==> config.mk <==
export PLATFORM = sky130hd
export DESIGN_NAME = bounce_stim_gen
export DESIGN_NICKNAME = d
export VERILOG_FILES = /design/src/rtl/bounce_stim_gen.sv
export SDC_FILE = /design/constraint.sdc
export NUM_CORES = 1
export LEC_CHECK = 0
export BUFFER_PORTS_ARGS = -buffer_cell sky130_fd_sc_hd__buf_2
export CORE_ASPECT_RATIO = 2
export CORE_MARGIN = 2
export CORE_UTILIZATION = 55
export DETAILED_ROUTE_END_ITERATION = 10
export PLACE_DENSITY = 0.74
export SLEW_MARGIN = 25
export SYNTH_ARGS = -nofsm -noshare
export SYNTH_HDL_FRONTEND = slang
export SYNTH_SLANG_ARGS = --single-unit
==> constraint.sdc <==
create_clock -name clk -period 3.07 [get_ports clk]
set_input_delay 0.4605 -clock clk [delete_from_list [all_inputs] [get_ports clk]]
set_output_delay 0.4605 -clock clk [all_outputs]
set_load 0.02 [all_outputs]
==> src/rtl/bounce_stim_gen.sv <==
// Bouncy push-button stimulus generator: LFSR-driven press/release sequences with
// contact bounce on one of NCH lines, plus a golden debounced vector and edge events.
module bounce_stim_gen #(
    parameter int          NCH        = 5,
    parameter bit          ACTIVE_LOW = 1'b0,
    parameter logic [15:0] SEED       = 16'hACE1,
    parameter int          IDLE_W     = 10,
    parameter int          BOUNCE_MAX = 3,
    parameter int          SEG_W      = 3,
    parameter int          STABLE     = 16,
    parameter int          HOLD_MIN   = 64,
    parameter int          HOLD_W     = 8,
    localparam int         CW         = (NCH > 1) ? $clog2(NCH) : 1
) (
    input  logic           clk,
    input  logic           rst_n,
    input  logic           en,
    input  logic           start,
    output logic [NCH-1:0] btn,
    output logic [NCH-1:0] clean,
    output logic           busy,
    output logic           press_evt,
    output logic           release_evt,
    output logic [CW-1:0]  chan_idx
);

    localparam logic [15:0]    SEED_EFF  = (SEED == 16'h0000) ? 16'h0001 : SEED;
    localparam logic [15:0]    LFSR_MASK = 16'hB400;
    localparam logic           LVL_I     = ACTIVE_LOW;
    localparam logic [NCH-1:0] IDLE_LVL  = {NCH{LVL_I}};
    localparam logic [15:0]    STABLE16  = 16'(STABLE);
    localparam logic [15:0]    HOLD16    = 16'(HOLD_MIN);
    localparam logic [3:0]     NMAX      = 4'(BOUNCE_MAX);

    typedef enum logic [2:0] {
        S_IDLE,
        S_BOUNCE_ON,
        S_SETTLE_ON,
        S_HOLD,
        S_BOUNCE_OFF,
        S_SETTLE_OFF
    } state_t;

    state_t          state_q;
    logic [15:0]     lfsr_q;
    logic [15:0]     lfsr_d;
    logic [15:0]     cnt_q;
    logic [4:0]      brem_q;
    logic [CW-1:0]   chan_q;
    logic [NCH-1:0]  btn_q;
    logic [NCH-1:0]  clean_q;
    logic            busy_q;
    logic            press_q;
    logic            release_q;

    // Draws taken from the current (pre-step) LFSR value
    logic [3:0]      n_draw;
    logic [4:0]      brem_draw;
    logic [15:0]     seg_len;
    logic [15:0]     hold_len;
    logic [8:0]      ch_full;
    logic [CW-1:0]   ch_draw;
    logic            trig;
    logic            cnt_last;
    logic [NCH-1:0]  mask_cur;
    logic [NCH-1:0]  mask_new;

    always_comb begin
        lfsr_d = {1'b0, lfsr_q[15:1]};
        if (lfsr_q[0]) begin
            lfsr_d = lfsr_d ^ LFSR_MASK;
        end
        n_draw    = (lfsr_q[7:4] > NMAX) ? NMAX : lfsr_q[7:4];
        brem_draw = {n_draw, 1'b0};
        seg_len   = 16'd1 + 16'(lfsr_q[SEG_W-1:0]);
        hold_len  = HOLD16 + 16'(lfsr_q[HOLD_W-1:0]);
        ch_full   = {1'b0, lfsr_q[15:8]} % 9'(NCH);
        ch_draw   = CW'(ch_full);
        trig      = start || (lfsr_q[IDLE_W-1:0] == '0);
        cnt_last  = (cnt_q == 16'd1);
        mask_cur  = NCH'(1) << chan_q;
        mask_new  = NCH'(1) << ch_draw;
    end

    always_ff @(posedge clk or negedge rst_n) begin
        if (!rst_n) begin
            state_q   <= S_IDLE;
            lfsr_q    <= SEED_EFF;
            cnt_q     <= 16'd0;
            brem_q    <= 5'd0;
            chan_q    <= '0;
            btn_q     <= IDLE_LVL;
            clean_q   <= '0;
            busy_q    <= 1'b0;
            press_q   <= 1'b0;
            release_q <= 1'b0;
        end else begin
            press_q   <= 1'b0;
            release_q <= 1'b0;
            if (en) begin
                lfsr_q <= lfsr_d;
                case (state_q)
                    S_IDLE: begin
                        if (trig) begin
                            chan_q <= ch_draw;
                            btn_q  <= IDLE_LVL ^ mask_new;
                            busy_q <= 1'b1;
                            brem_q <= brem_draw;
                            if (n_draw == 4'd0) begin
                                cnt_q   <= STABLE16;
                                state_q <= S_SETTLE_ON;
                            end else begin
                                cnt_q   <= seg_len;
                                state_q <= S_BOUNCE_ON;
                            end
                        end
                    end
                    S_BOUNCE_ON, S_BOUNCE_OFF: begin
                        if (cnt_last) begin
                            btn_q  <= btn_q ^ mask_cur;
                            brem_q <= brem_q - 5'd1;
                            // An even number of toggles always lands back on the target level
                            if (brem_q == 5'd1) begin
                                cnt_q   <= STABLE16;
                                state_q <= (state_q == S_BOUNCE_ON) ? S_SETTLE_ON : S_SETTLE_OFF;
                            end else begin
                                cnt_q <= seg_len;
                            end
                        end else begin
                            cnt_q <= cnt_q - 16'd1;
                        end
                    end
                    S_SETTLE_ON: begin
                        if (cnt_last) begin
                            clean_q <= mask_cur;
                            press_q <= 1'b1;
                            cnt_q   <= hold_len;
                            state_q <= S_HOLD;
                        end else begin
                            cnt_q <= cnt_q - 16'd1;
                        end
                    end
                    S_HOLD: begin
                        if (cnt_last) begin
                            btn_q  <= IDLE_LVL;
                            brem_q <= brem_draw;
                            if (n_draw == 4'd0) begin
                                cnt_q   <= STABLE16;
                                state_q <= S_SETTLE_OFF;
                            end else begin
                                cnt_q   <= seg_len;
                                state_q <= S_BOUNCE_OFF;
                            end
                        end else begin
                            cnt_q <= cnt_q - 16'd1;
                        end
                    end
                    S_SETTLE_OFF: begin
                        if (cnt_last) begin
                            clean_q   <= '0;
                            release_q <= 1'b1;
                            busy_q    <= 1'b0;
                            state_q   <= S_IDLE;
                        end else begin
                            cnt_q <= cnt_q - 16'd1;
                        end
                    end
                    default: begin
                        state_q <= S_IDLE;
                    end
                endcase
            end
        end
    end

    assign btn         = btn_q;
    assign clean       = clean_q;
    assign busy        = busy_q;
    assign press_evt   = press_q;
    assign release_evt = release_q;
    assign chan_idx    = chan_q;

endmodule
==> flow_summary.toml, run 1 <==
[run_status]
status = "completed"

[global_route]
grt_start_max_net_pins = 35
grt_pass1_wl_um = 16730
grt_pass1_vias = 3404
antenna_found_initial = 0
gr-usage-all-layers_pct = 27.23
grt-ovfl-total = 0

[die]
die_h_um = 123.9
rows = 43
ios = 20
initial_core_util_pct = 56.97
core_area_um2 = 6940
die_x_um = 63.95
die_area_um2 = 7924

[clock_tree]
cts_tree = "yes"
clock_latency_ns = 0.30
postCtsHoldBufs = 0
htree_levels = 2
max-clock-path-buffers = 2
clkTransAtPathRegs_ns = 0.07
numCtsBuffers = 5
cts.sinks = 56
root_buffer = "clkbuf_16"

[placed_design]
portBuffers = 19
dp_hpwl_um = 7585
placed_area_um2 = 4109
dpl.cell_count = 558
place.gp.congestion = 0.9577

[critical_path]
required_ns = 3.28
path_class = "reg -> reg"
r2r-end = "btn[3]"
setup.worst_path.start = "cnt_q[4]"
setup.worst_path.end_class = "flip-flop"
critPathBufInv = 0
crit_end = "btn[3]"
cp.depth = 8
path_cells = "or4_4 > nor3b_4 > nand2_4 > nor3_4 > o21ai_4 > nor2_4 > or3b_1 > o211ai_1"
slowest_delay_ns = 0.58
critical_path.reg2reg.startpoint = "cnt_q[4]"
crit_fanout = 14
r2r_cells = 8
r2r_slack_ns = 0.16
arrival_ns = 3.12
cp-start-kind = "flip-flop"
cpMaxStageDelayCell = "or4_4"
crit_family = "simple AND/OR/NAND/NOR gates"

[drt]
wl_met3_um = 291
drc = 0
vias = 3587
first_pass_iters = 5
wirelength_um = 10290
final_antenna_net_count = 0
highest_layer = "met4"
wl_met2_um = 5712
drt_iter0_markers = 266
drt-met1-wl_um = 3839
avgRoutedWirePerCell_um = 18.15
vias_per_cell = 6.326

[logic_synthesis]
synth_simple_gate_area_share_pct = 25.73
synth_nets = 480
synthArstFlopShare_pct = 100.0
netlist_area_um2 = 3954
yosys_most_used_dff = "dfrtp_1"
synth_cell_types = 80
synth-seq-area-share_pct = 35.70
ys_ff_latch = 56
yosys-mux-area-fraction_pct = 2.753
synth_compound_gate_area_share_pct = 23.64
synth_adder_area_share_pct = 2.532
syn_avg_cell_area_um2 = 8.448
yosys.area_share.xor_xnor_pct = 3.956
yosys_warnings = 0
synth-edff-count = 0
synthCells = 468
synth_top_family_by_area = "simple AND/OR/NAND/NOR gates"

[cells_and_area]
num_antenna_cells = 0
design_area_um2 = 4284
area_delta_synth_final_pct = 8.354
final_cells = 567
drive_gt1_share_pct = 15.93
fin_nets = 488
post-route-util_pct = 61.73

[timing]
skew_ns = 0.009431
rsz0062_at_grt = "false"
slew_headroom_pct = 45.80
hold_viol = 0
max_freq_mhz = 344.1
period_share_pct = 94.67
drv_slew = 0
setup-tns-final_ns = 0
fin_crit_ns = 2.906
setup_viol = 0
worst_pin_slew_ns = 0.8131

[power_and_ir_drop]
power_mw = 4.877
total_leakage_power_nw = 1.762
power_density_nw_per_um2 = 1138
peakVddDrop_v = 0.0005941

[flow_run]
maxCapViolCount = 0

[min_path]
hold_class = "in -> async"
==> stage by stage <==
step                worst slack, ns  hold slack, ns
CTS                         0.02199          0.2637
floorplan                    0.5804          0.1649
global placement             0.1028          0.4564
global route                0.01321          0.3005
finish                       0.1637          0.2373
detailed placement          0.05538          0.4651
==> registers in the layout (all words and copies together) (netlist names) <==
register,flops
brem_q,5
btn,5
busy,1
chan_idx,3
clean,5
cnt_q,16
lfsr_q,16
press_evt,1
release_evt,1
state_q,3
==> worst min path at each step <==
stage,from,endpoint,cells past startpoint
finish,rst_n,cnt_q[2],1
global route,rst_n,cnt_q[2],1
CTS,rst_n,cnt_q[2],1
detailed placement,clean[0],clean[0],2
global placement,clean[0],clean[0],2
floorplan,rst_n,brem_q[0],0
==> synthesized netlist by cell type (all sizes together), types with 4 or more instances <==
master / instances / area, um2
dfrtp: 48 / 1201
o21ai: 47 / 242.7
nor2: 46 / 180.2
nand2: 44 / 167.7
a21oi: 32 / 163.9
inv: 20 / 75.07
buf: 16 / 90.08
clkbuf: 16 / 60.06
nor3: 16 / 91.34
nand3: 13 / 65.06
xnor2: 13 / 113.9
or3: 9 / 56.30
dfstp: 8 / 210.2
ha: 8 / 100.1
nor4: 8 / 65.06
mux2: 7 / 78.83
nand3b: 7 / 52.55
o22ai: 7 / 43.79
a211oi: 6 / 45.04
nor3b: 6 / 61.31
a31oi: 5 / 31.28
nor2b: 5 / 31.28
o21a: 5 / 37.54
or3b: 5 / 43.79
and3: 4 / 25.02
o211ai: 4 / 30.03
xor2: 4 / 42.55
==> kinds of logic after synthesis <==
logic type               after synthesis
flip-flops                            56
multiplexers                          10
adder cells (fa/ha/maj)                8
AND/OR/NAND/NOR                      183
buffers and inverters                 52
AO/OA/AOI/OAI                        142
XOR/XNOR                              17
==> layout by cell type (no fill, tap or decap), types with 3 or more instances in the layout <==
cell / n
a211oi_1: 6
a21oi_1: 31
a31oi_1: 5
and2_1: 3
and3_1: 4
buf_2: 19
buf_4: 14
clkbuf_16: 5
dfrtp_1: 48
dfstp_2: 7
ha_1: 8
inv_1: 20
mux2_2: 7
mux2i_1: 3
nand2_1: 43
nand3_1: 13
nand3b_1: 7
nand4_1: 3
nor2_1: 45
nor2b_1: 5
nor3_1: 14
nor3b_1: 4
nor4_1: 7
o211ai_1: 4
o21a_1: 5
o21ai_0: 41
o21ai_1: 4
o22ai_1: 7
o31a_1: 3
o31ai_1: 3
or3_1: 9
or3b_2: 4
xnor2_1: 13
xor2_1: 3
==> routing by layer <==
layer  up-vias  track usage (%)
li1       1715                -
met2       107            51.69
met4         0            14.54
met3        32            2.891
met5         -                0
met1      1733            28.77
==> final cells by class <==
cell class | instances | area (um2)
fill | 619 | 2656
clock buffer | 8 | 146.4
timing repair buffer | 33 | 200.2
tap | 90 | 112.6
multi-input combinational | 360 | 2335
sequential | 56 | 1415
inverter | 20 | 75.07
==> timing repair <==
item	4_1_cts	5_1_grt
setup endpoints to repair	0	4
buffers inserted	0	1
resized for setup	0	4
hold endpoints to repair	0	0
==> worst register-to-register path, stage by stage, from the launching register on <==
cell and delay, ns:
dfrtp_1 0.44, or4_4 0.58, nor3b_4 0.40, nand2_4 0.20, nor3_4 0.23, o21ai_4 0.15, nor2_4 0.23, or3b_1 0.41
o211ai_1 0.18
==> report_power, final <==
part | switching (mW) | internal (mW) | total, mW
Sequential | 0.445 | 1.04 | 1.49
Clock | 0.264 | 0.327 | 0.591
Combinational | 1.67 | 1.13 | 2.80
(Power assumes the default switching activity.)
==> run 2: changes to the inputs <==
- CORE_ASPECT_RATIO: 2 -> 1.75
- GPL_ROUTABILITY_DRIVEN: not set -> 0
- SLEW_MARGIN: 25 -> 10
==> run 2 against run 1 <==
Setup slack gained 0.0020 ns. Power grew 0.84%. Global-route usage shrank 0.56 points. Maximum frequency barely moved. Critical path depth unchanged. Worst hold slack improved by 0.058 ns. Design area increased by 0.55%. Final cell count decreased by 1.1%. Routed wire length decreased by 2.8%. Die area down 0.18%.
==> flow_summary.toml, run 2 (synthesis gave the netlist of run 1 again) <==
[cells_and_area]
num_antenna_cells = 0
post-route-util_pct = 62.37
fin_nets = 488
top_regs = "cnt_q (16), lfsr_q (16)"
final_cells = 561
area_delta_synth_final_pct = 8.956
design_area_um2 = 4308
layout_common_cells = "48 x dfrtp_1, 45 x nor2_1, 43 x nand2_1"
layout_commonest_cell = "dfrtp_1"
drive_gt1_share_pct = 16.56

[die]
rows = 40
die_x_um = 68.09
initial_core_util_pct = 57.25
ios = 20
die_area_um2 = 7909
die_h_um = 116.2
core_area_um2 = 6907

[placed_design]
dpl.cell_count = 553
placed_area_um2 = 4109
portBuffers = 19
dp_hpwl_um = 7104

[global_route]
grt_start_max_net_pins = 42
grt-ovfl-total = 0
gr-usage-all-layers_pct = 26.67
grt_pass1_wl_um = 16240
antenna_found_initial = 0
grt_pass1_vias = 3368

[timing]
period_share_pct = 94.60
fin_crit_ns = 2.904
drv_slew = 0
max_freq_mhz = 344.3
worst_pin_slew_ns = 0.9287
setup_viol = 0
setup-tns-final_ns = 0
rsz0062_at_grt = "false"
skew_ns = 0.004258
hold_viol = 0
slew_headroom_pct = 38.09

[drt]
avgRoutedWirePerCell_um = 17.84
wirelength_um = 10010
final_antenna_net_count = 0
drc = 0
drt_iter0_markers = 334
vias_per_cell = 6.471
vias = 3630
first_pass_iters = 5

[critical_path]
r2r_cells = 8
crit_fanout = 14
r2r_slack_ns = 0.17
required_ns = 3.29
path_class = "reg -> reg"
cp-start-kind = "flip-flop"
setup.worst_path.end_class = "flip-flop"
arrival_ns = 3.13

[clock_tree]
max-clock-path-buffers = 2
htree_levels = 2
cts.sinks = 56
cts_tree = "yes"
clock_latency_ns = 0.30
root_buffer = "clkbuf_16"
clkTransAtPathRegs_ns = 0.08
numCtsBuffers = 5

[flow_run]
maxCapViolCount = 0

[run_status]
status = "completed"

[power_and_ir_drop]
total_leakage_power_nw = 1.774
power_density_nw_per_um2 = 1142
power_mw = 4.918
peakVddDrop_v = 0.0006083

[min_path]
hold_class = "in -> async"
## run 2: changes by cell type in the layout (fill, tap and decap cells not counted), sizes merged
cell	previous run	this run
clkbuf	8	5
inv	20	22
bufinv	0	1
## run 2: worst max-delay path, stage by stage (launching register included)
cell,delay [ns]
dfrtp_1,0.46
or4_4,0.59
nor3b_4,0.36
nand2_4,0.19
nor3_4,0.21
o21ai_2,0.20
nor2_4,0.25
or3b_1,0.39
o211ai_1,0.17
## run 2: stage by stage
stage,hold WS [ns],setup slack [ns]
2_1_floorplan,0.1649,0.5804
3_3_place_gp,0.4598,0.1792
3_5_place_dp,0.4652,0.1307
4_1_cts,0.3202,0.1100
5_1_grt,0.3772,0.04166
6_report,0.2950,0.1657
## run 2: per-layer routing
| metal | vias up | track usage, % | share of wire, % | wire length, um |
|---|---|---|---|---|
| met1 | 1756 | 32.35 | 40 | 3968 |
| met3 | 33 | 3.565 | 3.2 | 325 |
| met2 | 117 | 45.83 | 53 | 5348 |
| li1 | 1724 | - | - | - |
| met4 | 0 | 12.27 | 3.6 | 364 |
| met5 | - | 0 | 0 | 0 |
## run 2: final cells by class
cell class / instances / area [um2]
clock buffers: 5 / 125.1
clock inverters: 3 / 50.05
fillers: 613 / 2599
inverters: 20 / 75.07
multi-input cells: 360 / 2333
flip-flops and latches: 56 / 1419
well taps: 84 / 105.1
repair buffers: 33 / 200.2
## run 2: power breakdown
group	switching, mW	internal (mW)
sequential	0.421	1.05
combinational	1.66	1.11
clock	0.285	0.394
## run 2: what timing repair did
action / 4_1_cts / 5_1_grt
endpoints found under the setup margin: 0 / 4
gates resized for setup: 0 / 5
buffers inserted: 0 / 0
hold buffers: 0 / 0
## run 2: path summary, 6_finish.rpt
check	startpoint	to
worst max-delay path	cnt_q[4]	btn[1]
worst min-delay path	rst_n	cnt_q[5]
worst max register to register	cnt_q[4]	btn[1]
worst min register to register	clean[2]	clean[2]
max in group asynchronous	rst_n	chan_idx[2]
min in group clk	clean[2]	clean[2]
